<file path="src/rtl/basic_computer_pkg.sv">
// Shared types and constants for the basic computer control unit timing logic.
package basic_computer_pkg;

    // Width of the step code handed to the 3-to-8 timing decoder.
    localparam int SC_W = 3;

    // Highest timing step an instruction may reach (T7).
    localparam logic [SC_W-1:0] T_LAST = 3'd7;

    // Sequence-counter control states.
    typedef enum logic [1:0] {
        HALTED    = 2'd0,
        RUN       = 2'd1,
        STEP_WAIT = 2'd2
    } sc_state_t;

endpackage : basic_computer_pkg

</file>
<file path="src/rtl/sequence_counter_ctrl_rise_detect.sv">
// Single-flop rising-edge detector used to turn the level-sensitive
// single-step request into a one-cycle advance qualifier.
module rise_detect (
    input  logic clk,
    input  logic rst_n,
    input  logic level_i,
    output logic rise_o
);

    logic level_d_r;

    // Remember the previous sample of the level input.
    always_ff @(posedge clk or negedge rst_n) begin
        if (!rst_n) begin
            level_d_r <= 1'b0;
        end else begin
            level_d_r <= level_i;
        end
    end

    // A rise is a high sample whose predecessor was low.
    assign rise_o = level_i & ~level_d_r;

endmodule : rise_detect

</file>
<file path="src/rtl/sequence_counter_ctrl.sv">
// Timing-step generator: owns the S (run) flip-flop and the step sequence
// counter SC that drives the T0..T7 decoder. Supports free run, halt,
// stall and single-step, and latches an error if an instruction runs past
// the last legal step without clearing SC.
module sequence_counter_ctrl
    import basic_computer_pkg::*;
#(
    parameter int CODE_W    = SC_W,
    parameter int LAST_STEP = int'(T_LAST)
) (
    input  logic              clk,
    input  logic              rst_n,
    input  logic              start_i,
    input  logic              hlt_i,
    input  logic              sc_clr_i,
    input  logic              stall_i,
    input  logic              step_mode_i,
    input  logic              step_i,
    output logic [CODE_W-1:0] sc_code_o,
    output logic              run_o,
    output logic              instr_done_o,
    output logic              wrap_err_o
);

    // Wrap point as a code-width constant; may sit below the all-ones code.
    localparam logic [CODE_W-1:0] LAST_C = LAST_STEP[CODE_W-1:0];
    localparam logic [CODE_W-1:0] ZERO_C = {CODE_W{1'b0}};
    localparam logic [CODE_W-1:0] ONE_C  = {{(CODE_W-1){1'b0}}, 1'b1};

    sc_state_t         state_r;
    sc_state_t         state_s;
    logic [CODE_W-1:0] sc_r;
    logic [CODE_W-1:0] sc_s;
    logic              run_r;
    logic              run_s;
    logic              done_r;
    logic              done_s;
    logic              wrap_r;
    logic              wrap_s;
    logic              step_rise_s;
    logic              advance_s;

    rise_detect u_step_rise (
        .clk     (clk),
        .rst_n   (rst_n),
        .level_i (step_i),
        .rise_o  (step_rise_s)
    );

    // Next-state, next-count and flag logic; priority hlt > clear > stall > advance.
    always_comb begin
        state_s   = state_r;
        sc_s      = sc_r;
        done_s    = 1'b0;
        wrap_s    = wrap_r;
        advance_s = 1'b0;

        case (state_r)
            HALTED: begin
                sc_s = ZERO_C;
                if (start_i) begin
                    wrap_s = 1'b0;
                    if (step_mode_i) begin
                        state_s = STEP_WAIT;
                    end else begin
                        state_s = RUN;
                    end
                end else begin
                    state_s = HALTED;
                end
            end

            RUN, STEP_WAIT: begin
                if (hlt_i) begin
                    sc_s    = ZERO_C;
                    state_s = HALTED;
                end else if (sc_clr_i) begin
                    sc_s   = ZERO_C;
                    done_s = 1'b1;
                end else if (stall_i) begin
                    sc_s = sc_r;
                end else if ((state_r == RUN) || step_rise_s) begin
                    advance_s = 1'b1;
                end else begin
                    sc_s = sc_r;
                end

                // Running off the last step wraps to T0 and is remembered.
                if (advance_s) begin
                    if (sc_r == LAST_C) begin
                        sc_s   = ZERO_C;
                        wrap_s = 1'b1;
                    end else begin
                        sc_s = sc_r + ONE_C;
                    end
                end else begin
                    wrap_s = wrap_s;
                end
            end

            default: begin
                state_s = HALTED;
                sc_s    = ZERO_C;
                done_s  = 1'b0;
                wrap_s  = wrap_r;
            end
        endcase

        run_s = (state_s != HALTED);
    end

    // State, sequence counter and flag registers.
    always_ff @(posedge clk or negedge rst_n) begin
        if (!rst_n) begin
            state_r <= HALTED;
            sc_r    <= ZERO_C;
            run_r   <= 1'b0;
            done_r  <= 1'b0;
            wrap_r  <= 1'b0;
        end else begin
            state_r <= state_s;
            sc_r    <= sc_s;
            run_r   <= run_s;
            done_r  <= done_s;
            wrap_r  <= wrap_s;
        end
    end

    assign sc_code_o    = sc_r;
    assign run_o        = run_r;
    assign instr_done_o = done_r;
    assign wrap_err_o   = wrap_r;

endmodule : sequence_counter_ctrl

</file>
<file path="config.mk">
export PLATFORM = sky130hd
export DESIGN_NAME = sequence_counter_ctrl
export DESIGN_NICKNAME = d
export VERILOG_FILES = /design/src/rtl/basic_computer_pkg.sv /design/src/rtl/sequence_counter_ctrl_rise_detect.sv /design/src/rtl/sequence_counter_ctrl.sv
export SDC_FILE = /design/constraint.sdc
export NUM_CORES = 1
export LEC_CHECK = 0
export CORE_AREA = 2 2 39 41
export CTS_BUF_LIST = sky130_fd_sc_hd__clkbuf_4 sky130_fd_sc_hd__clkbuf_8 sky130_fd_sc_hd__clkbuf_16
export DETAILED_ROUTE_END_ITERATION = 16
export DIE_AREA = 0 0 41 43
export DONT_BUFFER_PORTS = 1
export PLACE_DENSITY = 0.56
export SYNTH_ARGS = -nofsm -noshare
export SYNTH_HDL_FRONTEND = slang
export SYNTH_HIERARCHICAL = 1
export SYNTH_SLANG_ARGS = --single-unit
</file>
<file path="constraint.sdc">
create_clock -name clk -period 1.85 [get_ports clk]
set_input_delay 0.0925 -clock clk [delete_from_list [all_inputs] [get_ports clk]]
set_output_delay 0.0925 -clock clk [all_outputs]
set_load 0.02 [all_outputs]
</file>
==> impl_metrics.toml <==
[sta]
slew_viol_final = 0
max-slew-margin-rel_pct = 72.3
worst_slack_ns = 0.365
tightest_slew_ns = 0.414
setup_tns_ns = 0
hold_viol_final = 0
fmax_mhz = 673
rsz0062_at_grt = "false"
setup_viol = 0
period_needed_ns = 1.49
post-route-period-util_pct = 80.3
skew_ns = 0.0000662

[global_routing]
antenna_found_initial = 0
gr-usage-met3_pct = 12.0
top_usage_layer = "met2"
gr-total-overflow = 0
grt_start_max_net_pins = 10
met2_usage_pct = 17.2
grt_use_total_pct = 13.0
met1_usage_pct = 13.7
grt_pass1_wl_um = 1440
grt_pass1_vias = 333

[die]
ioPinCount = 14
die_y_um = 43
core_area_sq_um = 1380
rows = 14
die_w_um = 41
die_area_sq_um = 1760
initial_core_util_pct = 33.1

[layout]
antennaDiodeCount = 0
final_cell_mix = "9 x dfrtp_1, 5 x ha_1, 4 x nor2_1, 4 x clkbuf_4"
areaGrowthSynthToFinish_pct = 17.5
drive_gt1_share_pct = 19.6
layout.cells.most_common = "dfrtp_1"
fin_nets = 60

[logic_synthesis]
avgSynthCellArea_sq_um = 11.7
syn-cell-area_sq_um = 458
yosysUniqueCellTypes = 18
synth_area_leader_cell = "dfrtp_1"
netlist_top_cells_area = "dfrtp_1 49%, ha_1 14%, mux2i_1 4.4%"
yosysSeqAreaShare_pct = 49.2
yosysWarnings = 6
syn_nets = 52
synth_cells = 39
synth-seq-cells = 9
synth_top_area_share_pct = 49.2

[setup_path]
required_ns = 2.04
endpoint = "sc_code_o[0]$_DFFE_PN0P_"
worstPathArrival_ns = 1.67
ff2ff_path_depth = 4
worstReg2RegStart = "sc_code_o[0]$_DFFE_PN0P_"
endpoint_kind = "flop"
path_max_fanout = 4
path_class = "flop to flop"
ff2ff_setup_slack_ns = 0.36
startpoint = "sc_code_o[0]$_DFFE_PN0P_"
r2r_end = "sc_code_o[0]$_DFFE_PN0P_"
startpoint_type = "flop"

[power]
p_int_mw = 0.337
p_leak_nw = 0.269
p_switching_mw = 0.117
worst_ir_drop_vdd_uv = 321
swShare_pct = 25.8
p_seq_share_pct = 50.0
p_comb_share_pct = 14.3
clkPwrFrac_pct = 35.7
power_density_nw_per_um2 = 844

[worst_hold_path]
min_path_type = "primary input to flop"

[clock_tree]
cts-root-buf = "clkbuf_4"
cts_buffer_depth = 2
cts_tree = "yes"
clk_latency_ns = 0.25
cts_buffers = 3
cts.sinks = 9
htreeDepth = 1
clk_pin_slew_ns = 0.06

[placement]
place_hpwl_um = 684
place.gp.congestion = 0.719
placement.io_buffers = 0
dp_slack_ns = 0.369

[drt]
wire_per_inst_um = 13.7
first_pass_iters = 3
drc = 0
drt_iter0_drc = 4
via_count = 308
routed_wl_um = 848
final_antenna_net_count = 0
vias_per_cell = 4.97

[job]
maxCapViolCount = 0

[status]
status = "completed"
cell usage after synthesis:
cell type  instances
a21oi_1            1
a21oi_2            1
a2bb2oi_1          1
a32oi_1            1
and2_1             1
and2b_2            1
dfrtp_1            9
ha_1               5
inv_1              3
mux2i_1            2
nand2_1            2
nand2b_2           1
nor2_1             4
nor2b_4            1
o21ai_0            3
o21bai_4           1
o31ai_1            1
or3_1              1
critical path, cell delays in order (launching register included):
cell	delay, ns
dfrtp_1	0.48
ha_1	0.25
ha_1	0.19
or3_1	0.38
a21oi_2	0.12
metal layers:
layer / share of wire, % / vias up
li1: - / 148
met1: 37 / 145
met2: 48 / 15
met3: 15 / 0
met4: 0 / 0
met5: 0 / -
power by group through the flow:
| stage | Sequential, mW | Clock [mW] | Combinational [mW] |
|---|---|---|---|
| final | 0.227 | 0.162 | 0.0650 |
| after global routing | 0.230 | 0.189 | 0.0738 |
| after CTS | 0.227 | 0.171 | 0.0660 |
| after detailed placement | 0.231 | 0 | 0.0568 |
| after global placement | 0.230 | 0 | 0.0538 |
| after floorplan | 0.228 | 0 | 0.0468 |
how the worst min path moves through the flow:
| stage | from | end | slack (ns) | cells past startpoint |
|---|---|---|---|---|
| 6_report | start_i | run_o$_DFF_PN0_ | 0.04 | 2 |
| 5_1_grt | start_i | run_o$_DFF_PN0_ | 0.02 | 2 |
| 4_1_cts | start_i | run_o$_DFF_PN0_ | 0.02 | 2 |
| 3_5_place_dp | rst_n | run_o$_DFF_PN0_ | -0.20 | 0 |
| 3_3_place_gp | rst_n | run_o$_DFF_PN0_ | -0.20 | 0 |
| 2_1_floorplan | rst_n | instr_done_o$_DFF_PN0_ | -0.20 | 0 |
cell families after synthesis:
family / count (synthesis) / synth area share, %
compound gates: 9 / 15.8
flops: 9 / 49.2
buf+inv: 3 / 2.46
mux: 2 / 4.37
fa+ha+maj: 5 / 13.7
simple gates: 11 / 14.5
registers in the layout, summed over array words and instances, names as in the netlist:
signal and cells:
instr_done_o 1, run_o 1, sc_code_o 3, state_r 2
u_step_rise/level_d_r 1, wrap_err_o 1
what timing repair did:
action                    CTS  global route
hold buffers                3             0
hold endpoints to repair   11             0
setup buffers               0             0
gates resized for setup     0             0
metrics by stage:
stage	total power, mW	area (sq um)	utilization [%]	std cells	hold slack (ns)
2_1_floorplan	0.275	458	-	39	-0.203
3_3_place_gp	0.284	478	34.5	55	-0.203
3_5_place_dp	0.288	478	34.5	55	-0.203
5_1_grt	0.492	538	38.9	62	0.0179
6_report	0.454	538	38.9	62	0.0392
4_1_cts	0.464	538	38.9	62	0.0230
area by class of cell:
class                   instances  area (sq um)
fillers                       137           846
flip-flops and latches          9           225
multi-input cells              27           221
clock buffers                   4          30.0
repair buffers                  3          30.0
well taps                      16          20.0
inverters                       3          11.3
Power figures use the tool's default switching activity.
